### config.mk
export PLATFORM = sky130hd
export DESIGN_NAME = reg_dump
export DESIGN_NICKNAME = d
export VERILOG_FILES = /design/src/rtl/reg_dump.sv
export SDC_FILE = /design/constraint.sdc
export NUM_CORES = 1
export LEC_CHECK = 0
export ABC_AREA = 1
export CAP_MARGIN = 20
export CORE_MARGIN = 3
export CORE_UTILIZATION = 30
export CTS_BUF_LIST = sky130_fd_sc_hd__clkbuf_4 sky130_fd_sc_hd__clkbuf_8
export CTS_CLUSTER_DIAMETER = 80
export CTS_CLUSTER_SIZE = 25
export DETAILED_ROUTE_END_ITERATION = 12
export PLACE_DENSITY_LB_ADDON = 0.1
export SYNTH_ARGS = -nofsm -noshare
export SYNTH_HDL_FRONTEND = slang
export SYNTH_SLANG_ARGS = --single-unit
### constraint.sdc
create_clock -name i_clk -period 3.4 [get_ports i_clk]
set_input_delay 0.51 -clock i_clk [delete_from_list [all_inputs] [get_ports i_clk]]
set_output_delay 0.51 -clock i_clk [all_outputs]
set_load 0.01 [all_outputs]
### src/rtl/reg_dump.sv
// reg_dump: debug read-out engine for the register file.
// On a start request it owns one asynchronous read port. It walks the register
// addresses in order and streams each word out on a valid/ready channel, tagged
// with its address.
module reg_dump #(
    parameter int p_WORD_LEN      = 16,
    parameter int p_REG_ADDR_LEN  = 3,
    parameter int p_REG_FILE_SIZE = 8,
    parameter int p_SKIP_ZERO     = 1
) (
    input  logic                      i_clk,
    input  logic                      i_rst_n,
    input  logic                      i_start,
    input  logic                      i_abort,
    output logic [p_REG_ADDR_LEN-1:0] o_src,
    input  logic [p_WORD_LEN-1:0]     i_src_data,
    output logic                      o_stall,
    output logic                      o_valid,
    input  logic                      i_ready,
    output logic [p_WORD_LEN-1:0]     o_data,
    output logic [p_REG_ADDR_LEN-1:0] o_addr,
    output logic                      o_done
);

    localparam logic [1:0] S_IDLE = 2'd0;
    localparam logic [1:0] S_READ = 2'd1;
    localparam logic [1:0] S_SEND = 2'd2;
    localparam logic [1:0] S_DONE = 2'd3;

    // r0 is hardwired to zero, so the walk can optionally start at r1
    localparam logic [p_REG_ADDR_LEN-1:0] FIRST = p_REG_ADDR_LEN'((p_SKIP_ZERO != 0) ? 1 : 0);
    localparam logic [p_REG_ADDR_LEN-1:0] LAST  = p_REG_ADDR_LEN'(p_REG_FILE_SIZE - 1);

    logic [1:0]                state;
    logic [p_REG_ADDR_LEN-1:0] counter;

    // The read port is released to the core only while idle
    assign o_stall = (state != S_IDLE);
    assign o_src   = (state == S_IDLE) ? '0 : counter;

    // Walk sequencer: capture in READ, hold in SEND until accepted, pulse done at the end.
    // An abort outside IDLE wins over everything and drops any pending word.
    always_ff @(posedge i_clk or negedge i_rst_n) begin
        if (!i_rst_n) begin
            state   <= S_IDLE;
            counter <= FIRST;
            o_valid <= 1'b0;
            o_data  <= '0;
            o_addr  <= '0;
            o_done  <= 1'b0;
        end else if (i_abort && (state != S_IDLE)) begin
            state   <= S_IDLE;
            counter <= FIRST;
            o_valid <= 1'b0;
            o_done  <= 1'b0;
        end else begin
            case (state)
                S_IDLE: begin
                    counter <= FIRST;
                    o_valid <= 1'b0;
                    o_done  <= 1'b0;
                    if (i_start && !i_abort) begin
                        state <= S_READ;
                    end
                end
                S_READ: begin
                    o_data  <= i_src_data;
                    o_addr  <= counter;
                    o_valid <= 1'b1;
                    state   <= S_SEND;
                end
                S_SEND: begin
                    if (i_ready) begin
                        o_valid <= 1'b0;
                        if (counter == LAST) begin
                            o_done <= 1'b1;
                            state  <= S_DONE;
                        end else begin
                            counter <= counter + 1'b1;
                            state   <= S_READ;
                        end
                    end
                end
                default: begin
                    o_done  <= 1'b0;
                    counter <= FIRST;
                    state   <= S_IDLE;
                end
            endcase
        end
    end

endmodule

==> run metrics <==
DRT iter0 DRCs 57; CTS Buf Count 3; reg2reg end o_valid; worst hold path type flip-flop to flip-flop; clock root buffer clkbuf_8; post-CTS sizing 0; Slew Viols, Final 0; post-synth design cell area 1276 sq um; Worst Hold Endpoint o_data[1]; Avg Inst Size Synth between 8 and 9 sq um; GPL Wtd Cong 0.8550; status finished, final reports clean; Yosys reg bits 26; peak supply drop 0.3584 mV; Clock Path Buffers 2; Slew headroom 59.89%; Setup Skew 0.007440 ns; max-cap viol count 0; Tmin final about 2.3 ns; total grt overflow 0; initial antenna violation count 0; WL final a little under 3000 um; vias in the first global route 1099; Setup-failing EPs final 0; Worst EP required slightly below 3 ns; Hold Crit Start o_data[1]; CTS hold repair buffers 0; clock-pin slew on the worst setup and hold paths approximately 0.09 ns; clock sinks 26; register area share after synthesis 51.08%; CP Class flip-flop to output port; Synth Instances 152; fin crit share 67.43%; vias per cell 4.440; H-tree depth 1; Fin. Hold Viols 0; RSZ-0062 raised after global routing no; Vert. Die Dim 71.23 um; DR WL/cell 11.83 um; CP max stage delay 0.55 ns; Distinct cells, synth 18; fraction of layout cells with a size suffix above 1 around a tenth; crit path max-delay cell type clkdlybuf4s50_1; Via Count 1101; setup TNS 0 ns; crit path capture type output port; largest net degree at the start of global routing 30; Net Count, Synth ~180; Total Routing Usage GR 12.34%; WP data arrival 1.78 ns; core footprint 4058 sq um; Leak 0.0009053 uW; DP HPWL about 2100 um; pwr/cell area 821.4 nW/um^2; Initial Util 31.45%; Cell Rows 23; fin nets 226; crit-path cells inv_1 > ha_1 > nor2_1 > clkdlybuf4s50_1; CTS tree done; first-pass GRT wire length roughly 5100 um; FMAX 0.4362 GHz; P&R area growth vs syn 41.08%; WHS 0.4841 ns; YS warnings 0; Worst Max-Slew Pin Slew 0.5996 ns; worst path bufs/invs 2; total setup buffers inserted after CTS 0; First-pass DRT Iterations 4; R2R cell count 8; final antenna-violating net count 0; Die Footprint 5073 sq um; Worst-Skew Late Latency 0.26 ns; CP startpoint kind flip-flop; Die Width 71.23 um; diode count 0; IO Pins 46; RR Startpoint state[0]; Port Buffers 45; CP Max Fanout 6; hold path depth 2; residual DRC count 0; r2r setup slk about 1.4 ns; CP delay by family, top buffers and inverters
## kinds of logic (layout without fill, tap and decap cells)
group	count (synthesis)	after routing	share of synthesized area [%]
flops	26	26	51.08
buf+inv	18	64	7.647
compound gates	8	8	4.019
fa+ha+maj	6	6	5.882
simple gates	94	94	31.37
## cell type report
| cell class | count | area (sq um) |
|---|---|---|
| Sequential cell | 26 | 651.9 |
| Timing Repair Buffer | 46 | 457.9 |
| Clock buffer | 4 | 48.80 |
| Multi-Input combinational cell | 108 | 526.8 |
| Inverter | 14 | 52.55 |
| Tap cell | 50 | 62.56 |
| Fill cell | 398 | 2257 |
## cell usage after synthesis, drive strengths merged
library cell  instances  share of area, %
o21ai                 7               3.6
dfstp                 1               2.1
dfrtp                25                49
nor2                  9               2.8
nand4                 4               2.0
nand3                 4               2.0
ha                    6               5.9
a21oi                 1              0.39
buf                   4               3.5
nand2                77                25
inv                  14               4.1
## worst min-delay path: stages (launching register included)
cell and delay, ns:
dfrtp_1 0.34, nand2_1 0.05, nand2_1 0.06
## where the power goes
part / leakage [uW] / internal [uW] / switching (uW) / total, uW
Clock: 0.0000262 / 91.6 / 87.7 / 179
Sequential: 0.000328 / 441 / 74.2 / 515
Combinational: 0.000551 / 367 / 417 / 785
Total: 0.000905 / 900 / 579 / 1480
## placed cells by master, fill, tap and decap left out, drive strengths merged
| master | netlist | routed |
|---|---|---|
| a21oi | 1 | 1 |
| buf | 4 | 1 |
| clkbuf | 0 | 4 |
| clkdlybuf4s50 | 0 | 45 |
| dfrtp | 25 | 25 |
| dfstp | 1 | 1 |
| ha | 6 | 6 |
| inv | 14 | 14 |
| nand2 | 77 | 77 |
| nand3 | 4 | 4 |
| nand4 | 4 | 4 |
| nor2 | 9 | 9 |
| o21ai | 7 | 7 |
## registers in the layout, indices dropped and copies added (netlist names)
register / cells
counter: 3
o_valid: 1
o_data: 16
state: 2
o_addr: 3
o_done: 1
## worst max-delay path by stage
stage | start | to | slack [ns] | cells after the start
after floorplan | state[0] | o_src[0] | 2.00 | 3
after global placement | i_abort | o_valid | 1.26 | 6
after detailed placement | i_abort | o_valid | 1.20 | 6
after CTS | state[0] | o_src[0] | 1.08 | 4
after global routing | state[0] | o_src[0] | 0.98 | 4
final | state[0] | o_src[0] | 1.11 | 4
## per-layer routing
layer	share of wire (%)	track usage, %	up-vias
li1	-	-	562
met1	47	16.92	506
met2	46	19.49	31
met3	6.4	3.647	2
met4	0.75	2.505	0
met5	0	0	-
## metrics by stage
step	utilization, %	power, uW	std cells	cell area, sq um	setup slack (ns)
after floorplan	-	989.8	152	1276	2.002
after global placement	43.17	1301	244	1752	1.263
after detailed placement	43.17	1314	244	1752	1.197
after CTS	44.37	1508	248	1800	1.078
after global routing	44.37	1627	248	1800	0.9752
final	44.37	1479	248	1800	1.107
Power figures use the tool's default switching activity.
